### config.mk
export PLATFORM = sky130hd
export DESIGN_NAME = bloco_inferencia
export DESIGN_NICKNAME = d
export VERILOG_FILES = /design/src/rtl/bloco_inferencia.sv
export SDC_FILE = /design/constraint.sdc
export NUM_CORES = 1
export LEC_CHECK = 0
export ABC_AREA = 1
export CAP_MARGIN = 20
export CORE_ASPECT_RATIO = 1.4
export CORE_MARGIN = 4
export CORE_UTILIZATION = 30
export DETAILED_ROUTE_END_ITERATION = 10
export GPL_ROUTABILITY_DRIVEN = 0
export HOLD_SLACK_MARGIN = 0.12
export PLACE_DENSITY = 0.54
export SYNTH_ARGS = -nofsm -noshare
export SYNTH_HDL_FRONTEND = slang
export SYNTH_SLANG_ARGS = --single-unit
export TNS_END_PERCENT = 50
### constraint.sdc
create_clock -name clk -period 8.3 [get_ports clk]
set_input_delay 1.66 -clock clk [delete_from_list [all_inputs] [get_ports clk]]
set_output_delay 1.66 -clock clk [all_outputs]
set_load 0.05 [all_outputs]
### src/rtl/bloco_inferencia.sv
// Fuzzy rule inference for a 3x3 rule base of interval (upper/lower) membership grades.
// Each captured input pair is min-combined, streamed once per rule, and max-aggregated per consequent.
module bloco_inferencia #(
    parameter logic [1:0] RC0 = 2'd0,
    parameter logic [1:0] RC1 = 2'd0,
    parameter logic [1:0] RC2 = 2'd1,
    parameter logic [1:0] RC3 = 2'd0,
    parameter logic [1:0] RC4 = 2'd1,
    parameter logic [1:0] RC5 = 2'd2,
    parameter logic [1:0] RC6 = 2'd1,
    parameter logic [1:0] RC7 = 2'd2,
    parameter logic [1:0] RC8 = 2'd2
) (
    input  logic       clk,
    input  logic       RESET,
    input  logic       EN_SCLK,
    input  logic       start,
    input  logic [7:0] FOU_01_UP,
    input  logic [7:0] FOU_02_UP,
    input  logic [7:0] FOU_03_UP,
    input  logic [7:0] FOU_04_UP,
    input  logic [7:0] FOU_05_UP,
    input  logic [7:0] FOU_06_UP,
    input  logic [7:0] FOU_01_LOW,
    input  logic [7:0] FOU_02_LOW,
    input  logic [7:0] FOU_03_LOW,
    input  logic [7:0] FOU_04_LOW,
    input  logic [7:0] FOU_05_LOW,
    input  logic [7:0] FOU_06_LOW,
    input  logic [5:0] Ativo_UP,
    output logic       busy,
    output logic       rule_valid,
    output logic [3:0] rule_idx,
    output logic [7:0] F_UP,
    output logic [7:0] F_LOW,
    output logic [7:0] AGG_UP_0,
    output logic [7:0] AGG_UP_1,
    output logic [7:0] AGG_UP_2,
    output logic [7:0] AGG_LOW_0,
    output logic [7:0] AGG_LOW_1,
    output logic [7:0] AGG_LOW_2,
    output logic       done
);

    localparam logic [1:0] S_IDLE = 2'd0;
    localparam logic [1:0] S_EVAL = 2'd1;
    localparam logic [1:0] S_DONE = 2'd2;
    localparam logic [3:0] LAST_RULE = 4'd8;

    function automatic logic [1:0] rc_of(input logic [3:0] r);
        case (r)
            4'd0:    rc_of = RC0;
            4'd1:    rc_of = RC1;
            4'd2:    rc_of = RC2;
            4'd3:    rc_of = RC3;
            4'd4:    rc_of = RC4;
            4'd5:    rc_of = RC5;
            4'd6:    rc_of = RC6;
            4'd7:    rc_of = RC7;
            4'd8:    rc_of = RC8;
            default: rc_of = 2'd3;
        endcase
    endfunction

    // Input-1 set of rule r (r / 3).
    function automatic logic [2:0] set_i(input logic [3:0] r);
        case (r)
            4'd0, 4'd1, 4'd2: set_i = 3'd0;
            4'd3, 4'd4, 4'd5: set_i = 3'd1;
            4'd6, 4'd7, 4'd8: set_i = 3'd2;
            default:          set_i = 3'd0;
        endcase
    endfunction

    // Input-2 set of rule r (r mod 3).
    function automatic logic [2:0] set_j(input logic [3:0] r);
        case (r)
            4'd0, 4'd3, 4'd6: set_j = 3'd0;
            4'd1, 4'd4, 4'd7: set_j = 3'd1;
            4'd2, 4'd5, 4'd8: set_j = 3'd2;
            default:          set_j = 3'd0;
        endcase
    endfunction

    function automatic logic [7:0] min8(input logic [7:0] a, input logic [7:0] b);
        min8 = (a < b) ? a : b;
    endfunction

    function automatic logic [7:0] max8(input logic [7:0] a, input logic [7:0] b);
        max8 = (a > b) ? a : b;
    endfunction

    logic [7:0] fou_up_s  [0:5];
    logic [7:0] fou_low_s [0:5];

    assign fou_up_s[0]  = FOU_01_UP;
    assign fou_up_s[1]  = FOU_02_UP;
    assign fou_up_s[2]  = FOU_03_UP;
    assign fou_up_s[3]  = FOU_04_UP;
    assign fou_up_s[4]  = FOU_05_UP;
    assign fou_up_s[5]  = FOU_06_UP;
    assign fou_low_s[0] = FOU_01_LOW;
    assign fou_low_s[1] = FOU_02_LOW;
    assign fou_low_s[2] = FOU_03_LOW;
    assign fou_low_s[3] = FOU_04_LOW;
    assign fou_low_s[4] = FOU_05_LOW;
    assign fou_low_s[5] = FOU_06_LOW;

    logic [1:0] state_q,      state_d;
    logic [3:0] r_q,          r_d;
    logic       busy_q,       busy_d;
    logic       rule_valid_q, rule_valid_d;
    logic       done_q,       done_d;
    logic [3:0] rule_idx_q,   rule_idx_d;
    logic [7:0] f_up_q,       f_up_d;
    logic [7:0] f_low_q,      f_low_d;
    logic [5:0] cap_act_q,    cap_act_d;
    logic [7:0] cap_up_q  [0:5];
    logic [7:0] cap_up_d  [0:5];
    logic [7:0] cap_low_q [0:5];
    logic [7:0] cap_low_d [0:5];
    logic [7:0] agg_up_q  [0:2];
    logic [7:0] agg_up_d  [0:2];
    logic [7:0] agg_low_q [0:2];
    logic [7:0] agg_low_d [0:2];

    logic [2:0] i_s, j_s;
    logic [1:0] c_s;
    logic       act_s;
    logic [7:0] fu_s, fl_s;

    // Firing strength of the rule selected by the counter, from the frozen capture.
    always_comb begin
        i_s   = set_i(r_q);
        j_s   = set_j(r_q);
        c_s   = rc_of(r_q);
        act_s = cap_act_q[3'd5 - i_s] & cap_act_q[3'd2 - j_s];
        if (act_s) begin
            fu_s = min8(cap_up_q[i_s],  cap_up_q[3'd3 + j_s]);
            fl_s = min8(cap_low_q[i_s], cap_low_q[3'd3 + j_s]);
        end else begin
            fu_s = 8'd0;
            fl_s = 8'd0;
        end
    end

    // Next-state logic: capture on accepted start, stream and aggregate one rule per edge.
    always_comb begin
        state_d      = state_q;
        r_d          = r_q;
        rule_valid_d = 1'b0;
        done_d       = 1'b0;
        rule_idx_d   = rule_idx_q;
        f_up_d       = f_up_q;
        f_low_d      = f_low_q;
        cap_act_d    = cap_act_q;
        cap_up_d     = cap_up_q;
        cap_low_d    = cap_low_q;
        agg_up_d     = agg_up_q;
        agg_low_d    = agg_low_q;
        case (state_q)
            S_IDLE, S_DONE: begin
                if (start) begin
                    cap_act_d = Ativo_UP;
                    cap_up_d  = fou_up_s;
                    cap_low_d = fou_low_s;
                    for (int c = 0; c < 3; c++) begin
                        agg_up_d[c]  = 8'd0;
                        agg_low_d[c] = 8'd0;
                    end
                    r_d     = 4'd0;
                    state_d = S_EVAL;
                end else begin
                    state_d = S_IDLE;
                end
            end
            S_EVAL: begin
                rule_valid_d = 1'b1;
                rule_idx_d   = r_q;
                f_up_d       = fu_s;
                f_low_d      = fl_s;
                if (c_s != 2'd3) begin
                    agg_up_d[c_s]  = max8(agg_up_q[c_s],  fu_s);
                    agg_low_d[c_s] = max8(agg_low_q[c_s], fl_s);
                end else begin
                    agg_up_d  = agg_up_q;
                    agg_low_d = agg_low_q;
                end
                if (r_q == LAST_RULE) begin
                    done_d  = 1'b1;
                    r_d     = 4'd0;
                    state_d = S_DONE;
                end else begin
                    r_d = r_q + 4'd1;
                end
            end
            default: begin
                state_d = S_IDLE;
                r_d     = 4'd0;
            end
        endcase
        busy_d = (state_d == S_EVAL);
    end

    // State and output registers; EN_SCLK low freezes everything.
    always_ff @(posedge clk or posedge RESET) begin
        if (RESET) begin
            state_q      <= S_IDLE;
            r_q          <= 4'd0;
            busy_q       <= 1'b0;
            rule_valid_q <= 1'b0;
            done_q       <= 1'b0;
            rule_idx_q   <= 4'd0;
            f_up_q       <= 8'd0;
            f_low_q      <= 8'd0;
            cap_act_q    <= 6'd0;
            for (int k = 0; k < 6; k++) begin
                cap_up_q[k]  <= 8'd0;
                cap_low_q[k] <= 8'd0;
            end
            for (int c = 0; c < 3; c++) begin
                agg_up_q[c]  <= 8'd0;
                agg_low_q[c] <= 8'd0;
            end
        end else if (EN_SCLK) begin
            state_q      <= state_d;
            r_q          <= r_d;
            busy_q       <= busy_d;
            rule_valid_q <= rule_valid_d;
            done_q       <= done_d;
            rule_idx_q   <= rule_idx_d;
            f_up_q       <= f_up_d;
            f_low_q      <= f_low_d;
            cap_act_q    <= cap_act_d;
            cap_up_q     <= cap_up_d;
            cap_low_q    <= cap_low_d;
            agg_up_q     <= agg_up_d;
            agg_low_q    <= agg_low_d;
        end
    end

    assign busy       = busy_q;
    assign rule_valid = rule_valid_q;
    assign done       = done_q;
    assign rule_idx   = rule_idx_q;
    assign F_UP       = f_up_q;
    assign F_LOW      = f_low_q;
    assign AGG_UP_0   = agg_up_q[0];
    assign AGG_UP_1   = agg_up_q[1];
    assign AGG_UP_2   = agg_up_q[2];
    assign AGG_LOW_0  = agg_low_q[0];
    assign AGG_LOW_1  = agg_low_q[1];
    assign AGG_LOW_2  = agg_low_q[2];

endmodule

==> reports/metrics.cfg, run 1 <==
[status]
outcome = finished, final reports clean

[synth]
ys_seq_area_share_pct = 45.6
synth_edf_count = 0
yosys.area_share.adder_pct = 4.33
synthTopCellsByCount = nand2_1 (443), dfrtp_1 (179), inv_1 (140), o21ai_0 (140), nor2_1 (91)
ys.warnings.count = 0
synth_top_family_by_area = simple AND/OR/NAND/NOR gates
ys_ff_latch = 179
synthTopCellsByArea = dfrtp_1 (46%), nand2_1 (17%), o21ai_0 (7.1%)
syn_area_sq_um = 9810
synth-simple-area-share_pct = 28.5
synth_top_area_cell = dfrtp_1
avgSynthCellArea_sq_um = 7.44
synth_compound_area_share_pct = 13.5
yosysUniqueCellTypes = 44
netlist.area_leader.share_pct = 45.6
synthArstFlopShare_pct = 100
yosys-mux-area-fraction_pct = 0
synth-main-ff-cell = dfrtp_1
syn_nets = 1460
syn_inst = 1320
yosys.cell_count.top_type = nand2_1
synth-xor-area-share_pct = 0

[cells_and_area]
multiInputGateArea_sq_um = 4570
fin_nets = 1614
drive_above_1_share_pct = 6.39
fill_cells = 3449
seqCellArea_sq_um = 4480
syn2layout_area_growth_pct = 29.1
diodes = 0
layout.cells.non_filler = 1927

[critical_path]
rr_startpoint = r_q[1]$_DFFE_PP0P_
cp.arrival_ns = 7.00
crit_path_start_kind = flip-flop
r2r_cells = 27
timing_worst_setup_path_type = flip-flop to flip-flop
cp.required_ns = 8.63
cp-end-kind = flip-flop
worst-path-max-fanout = 45
r2r-end = AGG_LOW_2[1]$_DFFE_PP0P_
ff2ff_setup_slack_ns = 1.63

[cts]
cts_made_buffers = 17
htree_levels = 4
tritoncts = done
cts_resized = 0
cts.reportedPaths.clkPinSlew_ns = 0.08
holdBufCountCts = 0
cts_buffer_depth = 2
postCtsSetupRepairBufs = 0
clock-sinks = 179
clk_latency_ns = 0.45
cts_root_buffer = clkbuf_16

[floorplan]
die_w_um = 161
die_area_sq_um = 35700
initial_core_util_pct = 30.3
ios = 177
die_h_um = 222
rows = 78
core_area_sq_um = 32400

[hold_path]
holdPathStages = 2
hp-start = cap_low_q[15]$_DFFE_PP0P_
worstHoldEndpoint = cap_low_q[15]$_DFFE_PP0P_
min_path_type = flip-flop to flip-flop

[grt]
overflow = 0
met1_usage_pct = 23.3
grt_max_degree = 107
grtUsageMet2_pct = 30.2
grt_pass1_vias = 8970
grt_busiest_layer = met2
grtUsageTotal_pct = 17.8
antenna_found_initial = 0
use_met3_pct = 3.05
grt_pass1_wl_mm = 50.4

[timing]
period_needed_ns = 6.67
finalCritPeriodShare_pct = 80.4
slew_headroom_pct = 32.5
worst_pin_slew_ns = 1.01
setup_tns_ns = 0
finalHoldViolations = 0
max_freq_mhz = 150
setup_violations = 0
rsz0062_at_grt = false
drv_slew = 0
finalClockSkew_ns = 0.0130

[place]
hpwl_mm = 23.9
io_buffers = 176
post-place-cells = 1894

[route]
drt-wirelength-per-cell_um = 16.5
vias = 9235
vias_per_cell = 4.79
finalWirelength_mm = 31.8
drc = 0
drt_pass1_iterations = 5
drt_iter0_markers = 642
antenna_left = 0

[job]
maxCapViolCount = 0

registers in the layout, summed over array words and instances (netlist names), 8 cells and up:
register / flops
AGG_LOW_0: 8
AGG_LOW_1: 8
AGG_LOW_2: 8
AGG_UP_0: 8
AGG_UP_1: 8
AGG_UP_2: 8
F_LOW: 8
F_UP: 8
cap_low_q: 48
cap_up_q: 48
metal layers:
| metal | wire length, um | up-vias |
|---|---|---|
| li1 | - | 4579 |
| met1 | 13700 | 4302 |
| met2 | 15700 | 312 |
| met3 | 1700 | 42 |
| met4 | 695 | 0 |
| met5 | 0 | - |
logic make-up (layout without fill, tap and decap cells):
kind of cell    count (synthesis)  count (layout)
compound gates                234             234
fa+ha+maj                      34              34
buf+inv                       205             372
flops                         179             179
simple gates                  668             668
metrics by stage:
stage / cell area, sq um / setup slack (ns) / hold slack, ns / utilization (%)
2_1_floorplan: 9810 / 1.78 / 0.437 / -
3_3_place_gp: 12000 / 1.90 / 0.455 / 37.1
3_5_place_dp: 12000 / 1.67 / 0.459 / 37.1
4_1_cts: 12600 / 1.63 / 0.478 / 39.0
5_1_grt: 12700 / 1.03 / 0.500 / 39.1
6_report: 12700 / 1.63 / 0.474 / 39.1
critical path, stage by stage (launching register included):
cell      delay (ns)
dfrtp_1         0.45
inv_1           0.14
ha_1            0.32
nand2_2         0.13
nand3_4         0.37
ha_1            0.47
inv_1           0.04
buf_4           0.19
nor2_1          0.74
o21ai_0         0.21
o22ai_1         0.23
inv_1           0.10
ha_1            0.32
nand2_1         0.08
nor2_1          0.04
a211oi_1        0.27
nand2_1         0.32
a21oi_1         0.21
o21ai_0         0.23
ha_1            0.38
nand2_1         0.07
nor2_1          0.14
and3_1          0.18
nand4_2         0.29
nand2_2         0.29
nand2_1         0.12
nand3_1         0.13
nand2_1         0.05
layout by cell type (no fill, tap or decap), types with 3 or more instances in the layout:
master / synthesis / layout
a2111oi_0: 5 / 5
a211oi_1: 3 / 3
a21oi_1: 29 / 29
a31oi_1: 5 / 5
a32oi_1: 7 / 7
buf_4: 1 / 12
clkbuf_16: 0 / 17
clkdlybuf4s50_1: 0 / 176
clkinv_4: 0 / 3
dfrtp_1: 179 / 179
ha_1: 34 / 34
inv_1: 140 / 139
inv_2: 8 / 8
inv_6: 0 / 6
nand2_1: 443 / 443
nand2_2: 18 / 18
nand3_1: 84 / 84
nand3_2: 3 / 3
nand4_1: 9 / 9
nor2_1: 91 / 91
nor2_2: 5 / 5
o21ai_0: 140 / 140
o21ai_1: 4 / 3
o22ai_1: 26 / 26
or2_2: 3 / 3
worst max-delay path by stage:
stage | startpoint | endpoint | slack [ns] | depth (start not counted)
after global routing | r_q[1]$_DFFE_PP0P_ | AGG_LOW_2[4]$_DFFE_PP0P_ | 1.03 | 27
final | r_q[1]$_DFFE_PP0P_ | AGG_LOW_2[1]$_DFFE_PP0P_ | 1.63 | 27
after floorplan | RESET | AGG_LOW_0[0]$_DFFE_PP0P_ | 1.78 | 1
after CTS | r_q[1]$_DFFE_PP0P_ | AGG_LOW_2[1]$_DFFE_PP0P_ | 1.63 | 27
after detailed placement | r_q[1]$_DFFE_PP0P_ | AGG_LOW_2[1]$_DFFE_PP0P_ | 1.67 | 27
after global placement | r_q[1]$_DFFE_PP0P_ | AGG_LOW_2[1]$_DFFE_PP0P_ | 1.90 | 27
area by class of cell:
class / instances / share of cell area [%]
Clock buffer: 18 / 3.47
Clock inverter: 14 / 1.34
Inverter: 150 / 4.48
Multi-Input combinational cell: 936 / 36.1
Sequential cell: 179 / 35.4
Tap cell: 440 / 4.35
Timing Repair Buffer: 190 / 15.0
Power of run 1 is left out: the tool's default activity adds up to more than one toggle a clock period on the data nets, which glitch-free logic cannot reach.
==> run 2: changes to the inputs <==
Settings changed: PLACE_DENSITY 0.54 to 0.55.
Clock period 8.3 ns to 5.9 ns, I/O delays scaled along.
==> run 2 against run 1 <==
Cell area grew 0.15%. Setup slack lost 1.1 ns. Highest routed layer unchanged. Clock skew is essentially flat.
==> reports/metrics.cfg, run 2 (same netlist as run 1, synthesis figures left out) <==
[grt]
grt_pass1_vias = 9312
grt_pass1_wl_mm = 50.4
grtUsageTotal_pct = 17.6
antenna_found_initial = 0
overflow = 0
grt_max_degree = 180

[critical_path]
slowest_stage = o21ai_0
cp.required_ns = 6.24
r2r_cells = 29
crit_path_start_kind = flip-flop
rr_startpoint = r_q[1]$_DFFE_PP0P_
cp-startpoint = r_q[1]$_DFFE_PP0P_
worst-path-max-fanout = 22
timing_worst_setup_path_type = flip-flop to flip-flop
ff2ff_setup_slack_ns = 0.48
r2r-end = AGG_LOW_2[5]$_DFFE_PP0P_
critPathMaxStageDelay_ns = 0.68
cp-end-kind = flip-flop
critical_path.endpoint = AGG_LOW_2[5]$_DFFE_PP0P_
cp.arrival_ns = 5.76
crit_top_cell = nand2_1

[cts]
holdBufCountCts = 0
tritoncts = done
htree_levels = 4
clk_latency_ns = 0.44
postCtsSetupRepairBufs = 0
cts.reportedPaths.clkPinSlew_ns = 0.08
clock-sinks = 179
cts_root_buffer = clkbuf_16
cts_made_buffers = 17
cts_buffer_depth = 2

[job]
maxCapViolCount = 0

[floorplan]
initial_core_util_pct = 30.3
die_area_sq_um = 35700
ios = 177
die_h_um = 222
core_area_sq_um = 32400
die_w_um = 161
rows = 78

[timing]
period_needed_ns = 5.42
setup_tns_ns = 0
max_freq_mhz = 184
finalHoldViolations = 0
slew_headroom_pct = 25.6
finalCritPeriodShare_pct = 91.9
setup_violations = 0
drv_slew = 0
rsz0062_at_grt = false
hold_slack_ns = 0.480
finalClockSkew_ns = 0.0131
worst_pin_slew_ns = 1.11

[route]
drt-wirelength-per-cell_um = 16.1
vias_per_cell = 4.78
drt_iter0_markers = 521
drc = 0
drt_pass1_iterations = 5
antenna_left = 0
finalWirelength_mm = 31.2
vias = 9227

[cells_and_area]
drive_above_1_share_pct = 6.70
final_util_pct = 39.2
diodes = 0
syn2layout_area_growth_pct = 29.3
reg.largest.list = cap_low_q: 48 flops, cap_up_q: 48 flops
fin_nets = 1619
fill_cells = 3410
mostFrequentLayoutCells = nand2_1 (442), dfrtp_1 (179), clkdlybuf4s50_1 (176)
final_common_cell = nand2_1

[status]
outcome = finished, final reports clean

[place]
io_buffers = 176
hpwl_mm = 23.4

[hold_path]
min_path_type = flip-flop to flip-flop

-- run 2: cell types whose count changed in the layout (fill, tap and decap cells not counted), sizes merged --
cell / previous run / this run
buf: 14 / 19
inv: 154 / 151
clkinv: 7 / 9
clkinvlp: 1 / 3
clkbuf: 18 / 17
-- run 2: worst min path at each step --
stage	end	startpoint	cells past startpoint
floorplan	cap_low_q[10]$_DFFE_PP0P_	cap_low_q[10]$_DFFE_PP0P_	2
global placement	cap_low_q[23]$_DFFE_PP0P_	cap_low_q[23]$_DFFE_PP0P_	2
detailed placement	cap_low_q[23]$_DFFE_PP0P_	cap_low_q[23]$_DFFE_PP0P_	2
CTS	cap_low_q[23]$_DFFE_PP0P_	cap_low_q[23]$_DFFE_PP0P_	2
global route	cap_low_q[23]$_DFFE_PP0P_	cap_low_q[23]$_DFFE_PP0P_	2
finish	cap_act_q[2]$_DFFE_PP0P_	cap_act_q[2]$_DFFE_PP0P_	2
-- run 2: per-layer routing --
layer | vias to the layer above | wire, um | share of wire [%] | GRT usage [%]
met4 | 0 | 842 | 2.7 | 6.36
met2 | 300 | 15200 | 49 | 29.7
met1 | 4293 | 13400 | 43 | 22.5
met5 | - | 0 | 0 | 0
met3 | 49 | 1690 | 5.4 | 3.09
li1 | 4585 | - | - | -
-- run 2: worst max-delay path, delay by kind of cell (launching register included) --
family          cells  cell delay, ns
compound gates      6            1.54
fa+ha+maj           4            1.19
buf+inv             5            0.58
flops               1            0.42
simple gates       14            1.60
-- run 2: stage by stage --
stage	cell area [sq um]	worst slack, ns	instances
after detailed placement	12100	0.462	1900
after global placement	12100	0.665	1900
after global routing	12700	0.0227	1932
final	12700	0.479	1932
after floorplan	9820	0.474	1320
after CTS	12700	0.446	1932
-- run 2: final cells by class --
cell class,count,area (sq um),share of cell area [%]
Clock buffer,17,425,3.35
Clock inverter,15,156,1.23
Inverter,150,567,4.47
Multi-Input combinational cell,936,4580,36.1
Sequential cell,179,4480,35.3
Tap cell,440,551,4.34
Timing Repair Buffer,195,1930,15.2
-- run 2: timing repair --
item,CTS,global route
resized for setup,0,4
endpoints found under the hold margin,0,0
endpoints found under the setup margin,0,26
Power of run 2 is left out for the same reason.
==> run 3: changes to the inputs <==
Settings changed: CORE_ASPECT_RATIO 1.4 to 1.75.
==> run 3 against run 2 <==
Register-to-register slack barely moved. Final cell count fell by 1.5%. Critical path depth did not move. Die area rose by 0.20%. Sequential cell count did not move. Clock skew fell by 0.0013 ns. Highest routed layer unchanged.
==> reports/metrics.cfg, run 3 (same netlist as run 1, synthesis figures left out) <==
[hold_path]
min_path_type = flip-flop to flip-flop
holdPathStages = 2
worstHoldEndpoint = cap_act_q[0]$_DFFE_PP0P_
hp-start = cap_act_q[0]$_DFFE_PP0P_

[floorplan]
ios = 177
rows = 87
die_h_um = 247
core_area_sq_um = 32200
die_w_um = 145
die_area_sq_um = 35800
initial_core_util_pct = 30.5

[cells_and_area]
drive_above_1_share_pct = 7.39
fin_nets = 1631
syn2layout_area_growth_pct = 29.7
fill_cells = 3399
mostFrequentLayoutCells = nand2_1 (442), dfrtp_1 (179), clkdlybuf4s50_1 (176)
diodes = 0
final_common_cell = nand2_1
reg.largest.list = cap_low_q: 48 flops, cap_up_q: 48 flops

[critical_path]
critPathMaxStageDelay_ns = 0.46
rr_startpoint = r_q[1]$_DFFE_PP0P_
r2r-end = AGG_UP_0[3]$_DFFE_PP0P_
crit_top_cell = ha_1
ff2ff_setup_slack_ns = 0.47
crit_family = simple AND/OR/NAND/NOR gates
r2r_cells = 29
timing_worst_setup_path_type = flip-flop to flip-flop
cp.required_ns = 6.28
worst-path-max-fanout = 13
critPathBufInv = 5
cp-startpoint = r_q[1]$_DFFE_PP0P_
slowest_stage = ha_1
cp-end-kind = flip-flop
cp.arrival_ns = 5.81
crit_path_start_kind = flip-flop

[job]
maxCapViolCount = 0

[grt]
grt_pass1_vias = 9436
grt_pass1_wl_mm = 52.2
grtUsageTotal_pct = 19.1
overflow = 0
grt_max_degree = 154
antenna_found_initial = 0

[status]
outcome = finished, final reports clean

[timing]
slew_headroom_pct = 25.4
drv_slew = 0
period_needed_ns = 5.43
finalCritPeriodShare_pct = 92.0
finalClockSkew_ns = 0.0118
worst_pin_slew_ns = 1.11
max_freq_mhz = 184
setup_tns_ns = 0
finalHoldViolations = 0
setup_violations = 0
rsz0062_at_grt = false

[cts]
cts.reportedPaths.clkPinSlew_ns = 0.07
clock-sinks = 179
cts_buffer_depth = 2
htree_levels = 4
clk_latency_ns = 0.46
cts_root_buffer = clkbuf_16
tritoncts = done
cts_made_buffers = 17

[route]
vias_per_cell = 4.92
drt-wirelength-per-cell_um = 17.5
finalWirelength_mm = 33.2
drt_pass1_iterations = 5
antenna_left = 0
drc = 0
vias = 9354
drt_iter0_markers = 666

[place]
io_buffers = 176
hpwl_mm = 25.9

## run 3: worst max path at each step
stage	slack, ns	end	cells past startpoint
2_1_floorplan	0.47	AGG_LOW_2[3]$_DFFE_PP0P_	32
3_3_place_gp	0.65	AGG_UP_0[3]$_DFFE_PP0P_	28
3_5_place_dp	0.49	AGG_UP_0[5]$_DFFE_PP0P_	29
4_1_cts	0.45	AGG_UP_0[5]$_DFFE_PP0P_	29
5_1_grt	0.02	AGG_UP_0[5]$_DFFE_PP0P_	30
6_report	0.47	AGG_UP_0[3]$_DFFE_PP0P_	29
## run 3: worst min-delay path, stage by stage, from the launching register on
cell and delay, ns:
dfrtp_1 0.35, nand2_1 0.06, nand2_1 0.05
## run 3: final cells by class
cell class	instances	area, sq um	share of cell area [%]
Clock inverter	9	97.6	0.767
Tap cell	400	500	3.93
Timing Repair Buffer	207	2020	15.9
Clock buffer	22	494	3.88
Multi-Input combinational cell	936	4570	35.9
Sequential cell	179	4480	35.2
Inverter	150	567	4.45
## run 3: timing repair
| item | 4_1_cts | 5_1_grt |
|---|---|---|
| endpoints found under the setup margin | 0 | 5 |
| buffers inserted | 0 | 0 |
| resized for setup | 0 | 1 |
| hold buffers | 0 | 0 |
| endpoints found under the hold margin | 0 | 0 |
## run 3: metal layers
metal,global-route usage [%],share of wire [%],up-vias,wire (um)
met1,20.7,37,4387,12500
li1,-,-,4600,-
met2,35.0,54,283,17900
met4,10.5,5.1,0,1690
met5,0,0,-,0
met3,2.73,3.7,84,1220
## run 3: metrics by stage
stage / instance area (sq um) / hold slack [ns] / setup WS [ns] / util [%] / std cells
after detailed placement: 12100 / 0.465 / 0.485 / 37.6 / 1872
after global placement: 12100 / 0.457 / 0.651 / 37.6 / 1872
after global routing: 12700 / 0.505 / 0.0206 / 39.5 / 1903
after CTS: 12700 / 0.484 / 0.452 / 39.5 / 1903
after floorplan: 9820 / 0.437 / 0.474 / - / 1320
final: 12700 / 0.483 / 0.473 / 39.5 / 1903
Power of run 3 is left out for the same reason.
